### config.mk
export PLATFORM = sky130hd
export DESIGN_NAME = imem_loader
export DESIGN_NICKNAME = d
export VERILOG_FILES = /design/src/rtl/imem_pkg.sv /design/src/rtl/byte_packer.sv /design/src/rtl/imem_loader.sv
export SDC_FILE = /design/constraint.sdc
export NUM_CORES = 1
export LEC_CHECK = 0
export ABC_AREA = 1
export BUFFER_PORTS_ARGS = -buffer_cell sky130_fd_sc_hd__buf_4
export CORE_MARGIN = 4
export CORE_UTILIZATION = 57
export CTS_CLUSTER_SIZE = 12
export DETAILED_ROUTE_END_ITERATION = 10
export PLACE_DENSITY = 0.8
export SLEW_MARGIN = 25
export SYNTH_ARGS = -nofsm -noshare
export SYNTH_HDL_FRONTEND = slang
export SYNTH_HIERARCHICAL = 1
export SYNTH_SLANG_ARGS = --single-unit
### constraint.sdc
create_clock -name clk -period 6.4 [get_ports clk]
set_clock_uncertainty 0.05 [all_clocks]
set_input_delay 1.6 -clock clk [delete_from_list [all_inputs] [get_ports clk]]
set_output_delay 1.6 -clock clk [all_outputs]
set_load 0.02 [all_outputs]
### src/rtl/imem_pkg.sv
`default_nettype none
// ============================================================================
//  Module   : imem_pkg
//  Purpose  : Shared constants and loader state type for the instruction-memory
//             byte-stream loader.
//  Revision : 1.0  initial release
// ============================================================================
package imem_pkg;

    localparam int IMEM_DEPTH  = 256;
    localparam int IMEM_ADDR_W = 8;
    localparam int WORD_W      = 32;
    localparam int BYTE_W      = 8;
    localparam int LEN_W       = 16;
    localparam int BYTE_IDX_W  = 2;

    typedef enum logic [2:0] {
        IDLE = 3'd0,
        LEN0 = 3'd1,
        LEN1 = 3'd2,
        DATA = 3'd3,
        CSUM = 3'd4,
        DONE = 3'd5,
        ERR  = 3'd6
    } loader_state_t;

endpackage
`default_nettype wire

### src/rtl/byte_packer.sv
`default_nettype none
// ============================================================================
//  Module   : byte_packer
//  Purpose  : Little-endian byte-to-word packer; flags the 4th byte of a word.
//  Revision : 1.0  initial release
// ============================================================================
module byte_packer
    import imem_pkg::*;
(
    input  logic                  clk,
    input  logic                  reset,
    input  logic                  shift_en,
    input  logic [BYTE_IDX_W-1:0] byte_idx,
    input  logic [BYTE_W-1:0]     in_byte,
    output logic [WORD_W-1:0]     word,
    output logic                  word_ready
);

    logic [WORD_W-1:0] r_word;

    // Newest byte enters at the top, so after four shifts byte0 sits in [7:0].
    always_ff @(posedge clk) begin
        if (reset) begin
            r_word <= '0;
        end else if (shift_en) begin
            r_word <= {in_byte, r_word[WORD_W-1:BYTE_W]};
        end
    end

    assign word       = {in_byte, r_word[WORD_W-1:BYTE_W]};
    assign word_ready = shift_en && (byte_idx == 2'd3);

endmodule
`default_nettype wire

### src/rtl/imem_loader.sv
`default_nettype none
// ============================================================================
//  Module   : imem_loader
//  Purpose  : Framed byte-stream loader driving the instruction-memory write
//             port; holds the CPU while loading. Optional trailing checksum
//             byte enabled by IMEM_LOADER_CHECKSUM_EN.
//  Revision : 1.0  initial release
// ============================================================================
module imem_loader
    import imem_pkg::*;
#(
    parameter int DEPTH  = IMEM_DEPTH,
    parameter int ADDR_W = IMEM_ADDR_W
) (
    input  logic              clk,
    input  logic              reset,
    input  logic              start,
    input  logic [7:0]        in_data,
    input  logic              in_valid,
    output logic              in_ready,
    output logic              mem_we,
    output logic [ADDR_W-1:0] mem_addr,
    output logic [31:0]       mem_wdata,
    output logic              cpu_hold,
    output logic              busy,
    output logic              done,
    output logic              error,
    output logic [ADDR_W:0]   words_loaded
);

    loader_state_t r_state;
    loader_state_t w_state_next;

    logic [BYTE_W-1:0]     r_len_lo;
    logic [ADDR_W:0]       r_len;
    logic [ADDR_W:0]       r_words;
    logic [BYTE_IDX_W-1:0] r_byte_idx;
    logic                  r_mem_we;
    logic [ADDR_W-1:0]     r_mem_addr;
    logic [WORD_W-1:0]     r_mem_wdata;
    logic                  r_error;

    logic              w_xfer;
    logic              w_shift;
    logic              w_word_ready;
    logic [WORD_W-1:0] w_packed;
    logic [LEN_W-1:0]  w_len;
    logic              w_last_word;
    logic              w_start_ok;

`ifdef IMEM_LOADER_CHECKSUM_EN
    logic [BYTE_W-1:0] r_csum;
`endif

    assign w_xfer      = in_valid && in_ready;
    assign w_shift     = (r_state == DATA) && w_xfer;
    assign w_len       = {in_data, r_len_lo};
    assign w_last_word = ((r_words + 1'b1) == r_len);
    assign w_start_ok  = start && ((r_state == IDLE) || (r_state == ERR));

    byte_packer u_packer (
        .clk        (clk),
        .reset      (reset),
        .shift_en   (w_shift),
        .byte_idx   (r_byte_idx),
        .in_byte    (in_data),
        .word       (w_packed),
        .word_ready (w_word_ready)
    );

    always_ff @(posedge clk) begin
        if (reset) begin
            r_state <= IDLE;
        end else begin
            r_state <= w_state_next;
        end
    end

    always_comb begin
        w_state_next = r_state;
        in_ready     = 1'b0;
        cpu_hold     = 1'b0;
        busy         = 1'b0;
        done         = 1'b0;
        case (r_state)
            IDLE: begin
                if (start) w_state_next = LEN0;
            end
            LEN0: begin
                in_ready = 1'b1;
                cpu_hold = 1'b1;
                busy     = 1'b1;
                if (w_xfer) w_state_next = LEN1;
            end
            LEN1: begin
                in_ready = 1'b1;
                cpu_hold = 1'b1;
                busy     = 1'b1;
                if (w_xfer) begin
                    if (w_len == '0)
                        w_state_next = DONE;
                    else if (w_len > LEN_W'(DEPTH))
                        w_state_next = ERR;
                    else
                        w_state_next = DATA;
                end
            end
            DATA: begin
                in_ready = 1'b1;
                cpu_hold = 1'b1;
                busy     = 1'b1;
                if (w_word_ready && w_last_word) begin
`ifdef IMEM_LOADER_CHECKSUM_EN
                    w_state_next = CSUM;
`else
                    w_state_next = DONE;
`endif
                end
            end
`ifdef IMEM_LOADER_CHECKSUM_EN
            CSUM: begin
                in_ready = 1'b1;
                cpu_hold = 1'b1;
                busy     = 1'b1;
                if (w_xfer) w_state_next = (in_data == r_csum) ? DONE : ERR;
            end
`endif
            DONE: begin
                busy         = 1'b1;
                done         = 1'b1;
                w_state_next = IDLE;
            end
            ERR: begin
                if (start) w_state_next = LEN0;
            end
            default: w_state_next = IDLE;
        endcase
    end

    // The write for a word lands one cycle after its 4th byte is accepted.
    always_ff @(posedge clk) begin
        if (reset) begin
            r_len_lo    <= '0;
            r_len       <= '0;
            r_words     <= '0;
            r_byte_idx  <= '0;
            r_mem_we    <= 1'b0;
            r_mem_addr  <= '0;
            r_mem_wdata <= '0;
            r_error     <= 1'b0;
        end else begin
            r_mem_we <= w_word_ready;
            if (w_start_ok) begin
                r_error    <= 1'b0;
                r_words    <= '0;
                r_byte_idx <= '0;
            end
            if ((r_state == LEN0) && w_xfer) r_len_lo <= in_data;
            if ((r_state == LEN1) && w_xfer) r_len <= w_len[ADDR_W:0];
            if (w_shift) r_byte_idx <= r_byte_idx + 2'd1;
            if (w_word_ready) begin
                r_mem_addr  <= r_words[ADDR_W-1:0];
                r_mem_wdata <= w_packed;
                r_words     <= r_words + 1'b1;
            end
            if ((w_state_next == ERR) && (r_state != ERR)) r_error <= 1'b1;
        end
    end

`ifdef IMEM_LOADER_CHECKSUM_EN
    always_ff @(posedge clk) begin
        if (reset) begin
            r_csum <= '0;
        end else if (w_start_ok) begin
            r_csum <= '0;
        end else if (w_shift) begin
            r_csum <= r_csum + in_data;
        end
    end
`endif

    assign mem_we       = r_mem_we;
    assign mem_addr     = r_mem_addr;
    assign mem_wdata    = r_mem_wdata;
    assign error        = r_error;
    assign words_loaded = r_words;

endmodule
`default_nettype wire

# Word level (Yosys, flattened, before mapping)
# Cells that the tools add are included.
# classes
addsub	2
magnitude_cmp	1
n_eq_ne	9
n_mux	16
n_reduce_logical	17
# ops
cell	count
2-to-1 mux 3 bit	6
2-to-1 mux 9 bit	2
> comparator 16 x 9 -> 1 bit, second input constant	1
logical NOT 16 bit	1
one-hot mux 3 bit (4 select lines)	1
adder 9 x 1 -> 9 bit, second input constant	1
equality test 3 bit, second input constant	3
equality test 9 bit	1
logical AND 1 bit	8
equality test 3 x 2 -> 1 bit, second input constant	2
nonzero test 2 bit	3
2-to-1 mux 1 bit	5
2-to-1 mux 2 bit	2
OR reduction 4 bit	1
equality test 3 x 1 -> 1 bit, second input constant	1
logical NOT 3 bit	1
inequality test 3 bit, second input constant	1
OR reduction 3 bit	1
adder 2 x 1 -> 2 bit, second input constant	1
equality test 2 bit, second input constant	1
OR reduction 2 bit	1
logical OR 1 bit	1
# totals
ff_bits	105
input_bits	12
out_inout_bits	55
word_cells	55

# Logic depth before layout (Yosys ltp)
# depth
depth_word	12
ltp_mapped	19

# Hierarchy
# The synthesis kept the hierarchy.
# modules_own_cells
module	n_inst	cells_each	area_each_um2	seq_area_each_um2
imem_loader	1	438	3121.7	1461.4
byte_packer	1	161	1041.0	480.5

# Worst setup path after synthesis
# OpenSTA, ideal clock, no wires.
# synth_timing
path_type	input to register
start	input in_valid
end	register r_error, in the netlist error
setup_ns	0.112
t_arrival_ns	3.026
required_ns	6.238
setup_slack_ns	3.211
cell_stages	16
cell_sequence	nand2_1 inv_1 buf_2 and3_1 buf_4 inv_2 a21oi_1 nand3_1 nor2_1 nand3_1 nor2_1 nand4_1 nand2_1 a21oi_2 nand2_1 nand2_1
# synth_between
elab_chain_len	9
# synth_rtl
item	line_no	text
start, declared	imem_loader.sv:19	input logic in_valid,
logical AND 1 bit *	imem_loader.sv:55	assign w_xfer = in_valid && in_ready;
logical AND 1 bit *	imem_loader.sv:56	assign w_shift = (r_state == DATA) && w_xfer;
named net w_shift	imem_loader.sv:44	logic w_shift;
logical AND 1 bit *	byte_packer.sv:31	assign word_ready = shift_en && (byte_idx == 2'd3);
named net w_word_ready	imem_loader.sv:45	logic w_word_ready;
logical AND 1 bit *	imem_loader.sv:112	if (w_word_ready && w_last_word) begin
2-to-1 mux 3 bit *	imem_loader.sv:112	
one-hot mux 3 bit (4 select lines) *	imem_loader.sv:85	case (r_state)
equality test 3 bit *	imem_loader.sv:166	if ((w_state_next == ERR) && (r_state != ERR)) r_error <= 1'b1;
logical AND 1 bit *	imem_loader.sv:166	
2-to-1 mux 1 bit / nonzero test 2 bit (equally long branches)	-	
end signal, assigned	imem_loader.sv:150	r_error <= 1'b0;
end signal, assigned	imem_loader.sv:154	r_error <= 1'b0;
end signal, assigned	imem_loader.sv:166	
end, declared	imem_loader.sv:41	logic r_error;
# The timed path passes the listed nets; every way through them passes the cells marked *.
# A chain may end at the register's enable or synchronous reset.

# Worst setup path after layout
# Same ends and word-level chain as after synthesis.

==> results.py <==
metrics = {
    "power": {
        "p_sw_share_pct": 24.4,
        "power_density_nw_per_um2": 225,
        "p_clk_share_pct": 36.6,
        "leakage_nw": 2.19,
        "internal_power_mw": 0.819,
        "p_seq_share_pct": 56.9,
        "ir_drop_uv": 164,
        "switchingPower_mw": 0.265,
        "p_comb_share_pct": 6.4,
    },
    "cells_and_area": {
        "drive_gt1_share_pct": 16.7,
        "areaGrowthSynthToFinish_pct": 15.9,
        "fillers": 612,
        "diodes": 0,
        "final_cells": 747,
        "fin_nets": 659,
    },
    "global_routing": {
        "grt_max_degree": 61,
        "grt_pass1_wl_mm": 16.0,
        "antenna_found_initial": 0,
        "grt_overflow": 0,
        "first_global_vias": 3710,
        "grt_usage_pct": 22.5,
    },
    "detailed_routing": {
        "drc": 0,
        "drt-total-wl_mm": 9.30,
        "viasPerCell": 5.12,
        "drtPass1Iterations": 5,
        "ant_nets": 0,
        "detail_route.wl_per_cell_um": 12.4,
        "vias": 3828,
        "dr.first_iter.drc_count": 224,
    },
    "min_path": {
        "hold-path-cell-count": 2,
        "min_from": "r_len[0]",
        "hold_end": "r_len[0]",
        "hp-class": "flip-flop to flip-flop",
    },
    "synthesis": {
        "synth_cells": 599,
        "ys_warn_count": 6,
        "synth_area_per_cell_sq_um": 6.95,
        "seq_area_frac_synth_pct": 46.6,
        "synth-seq-cells": 97,
        "ys_types": 32,
        "syn_nets": 612,
        "netlist_area_sq_um": 4160,
    },
    "floorplan": {
        "rows": 30,
        "fp.dieH_um": 93.5,
        "initial_core_util_pct": 59.9,
        "core_area_sq_um": 6940,
        "dieArea_sq_um": 8730,
        "ios": 67,
        "die-width_um": 93.5,
    },
    "clock_tree": {
        "cts.clk_slew.worst_paths_ps": 100,
        "clock_sinks": 97,
        "htree_levels": 3,
        "cts_post_setup_buffers_inserted": 0,
        "clk_latency_ps": 360,
        "numCtsBuffers": 9,
        "cts_resized": 0,
        "ctsHoldBuffers": 0,
        "clock_path_buffers": 2,
        "clockRootBuffer": "clkbuf_8",
        "cts_tree": "done",
    },
    "placed_design": {
        "gp_congestion": 0.857,
        "dp.cells": 731,
        "dp_hpwl_mm": 6.53,
        "numPortBuffers": 66,
    },
    "sta": {
        "worstMarginPinSlew_ps": 691,
        "rsz0062_at_grt": "false",
        "timing.final.crit_share_pct": 54.9,
        "setup_viol": 0,
        "drv_slew": 0,
        "fin_crit_ps": 3520,
        "final_hold_viol_count": 0,
        "max_freq_mhz": 284,
        "slew_headroom_pct": 53.9,
        "fin_tns_setup_ps": 0,
    },
    "setup_path": {
        "rrSetupSlack_ps": 3360,
        "path_class": "primary input to flip-flop",
        "crit_path_end_kind": "flip-flop",
        "critPathRequiredTime_ps": 6660,
        "reg2reg_depth": 17,
        "r2r-start": "r_state[2]",
        "r2r-end": "error",
        "critPathArrivalTime_ps": 3780,
        "cp_max_fo": 51,
        "cp-start-kind": "primary input",
    },
    "run_status": {
        "outcome": "finished, final reports clean",
    },
    "run": {
        "maxCapViolations": 0,
    },
}
[how the worst max path moves through the flow]
stage,start,endpoint,slack (ps),cells past startpoint
global placement,in_valid,error,2600,15
finish,in_valid,error,2880,15
detailed placement,in_valid,error,2520,15
floorplan,in_valid,error,3210,16
CTS,in_valid,error,2890,15
global route,in_valid,error,2650,15
[cell usage after synthesis (all sizes together)]
cell type / number / area, sq um
a211oi: 1 / 7.51
a21oi: 29 / 149
a31oi: 1 / 6.26
and3: 2 / 12.5
and3b: 1 / 8.76
buf: 19 / 125
clkbuf: 14 / 52.6
clkinv: 2 / 8.75
dfxtp: 97 / 1940
ha: 1 / 12.5
inv: 58 / 218
nand2: 112 / 453
nand3: 23 / 135
nand3b: 2 / 18.8
nand4: 5 / 31.3
nor2: 164 / 631
nor3: 2 / 10.0
o21ai: 64 / 328
o21bai: 1 / 7.51
or2: 1 / 6.26
[stage by stage]
stage                     hold WS [ps]  utilization, %  total power, mW  setup WS [ps]  area [sq um]
final                              423            69.5             1.08           2880          4820
after global routing               455            69.5             1.13           2650          4820
after CTS                          425            69.5             1.09           2890          4820
after detailed placement           411            66.6            0.700           2520          4620
after global placement             405            66.6            0.699           2600          4620
after floorplan                    394               -            0.681           3210          4160
[flip-flops by register name (all words and copies together) (netlist names)]
register	cells
mem_we	1
mem_wdata	32
words_loaded	9
mem_addr	8
error	1
u_packer/r_word	24
r_state	3
r_len_lo	8
r_len	9
r_byte_idx	2
[critical path, cell delays in order]
cell and delay, ps:
buf_4 110, nand2_1 70, inv_1 70, buf_4 380
and3_1 260, inv_2 230, a21oi_1 200, nand3_1 80
nor2_1 130, nand4_1 100, nor2_1 130, nand4_1 120
a21oi_1 150, nand2_1 60, nand2_1 50
[cell usage in the layout, fill, tap and decap left out, types with 4 or more instances in the layout]
master      n
o21ai_0    61
inv_1      57
a21oi_1    28
buf_4      69
clkbuf_8    9
nand4_1     5
nor2_1    160
dfxtp_1    97
nand3_1    19
nand3_2     4
nand2_2     7
nand2_1   103
[power by group through the flow]
| stage | clock network (mW) | logic (mW) | registers, mW |
|---|---|---|---|
| final | 0.397 | 0.0699 | 0.617 |
| after global routing | 0.434 | 0.0797 | 0.618 |
| after CTS | 0.407 | 0.0700 | 0.617 |
| after detailed placement | 0 | 0.0697 | 0.631 |
| after global placement | 0 | 0.0682 | 0.630 |
| after floorplan | 0 | 0.0520 | 0.629 |
[per-layer routing]
| layer | global-route usage (%) | up-vias | routed length [um] |
|---|---|---|---|
| met5 | 0 | - | 0 |
| met2 | 41.6 | 109 | 4910 |
| li1 | - | 1951 | - |
| met4 | 9.52 | 0 | 167 |
| met1 | 24.4 | 1750 | 3760 |
| met3 | 5.23 | 18 | 466 |
[kinds of logic after synthesis]
family          count (synthesis)  synth area share (%)
compound gates                 96                  12.0
simple gates                  312                  31.4
fa+ha+maj                       1                 0.301
flops                          97                  46.6
buf+inv                        93                  9.71
[layout make-up]
type	instances	area [sq um]	area share (%)
flip-flops and latches	97	1940	40.3
clock buffers	9	124	2.57
repair buffers	69	518	10.7
multi-input cells	409	1820	37.7
clock inverters	7	76.3	1.58
well taps	96	120	2.49
inverters	60	226	4.70
Note: power is estimated with default switching activity, not from simulation.
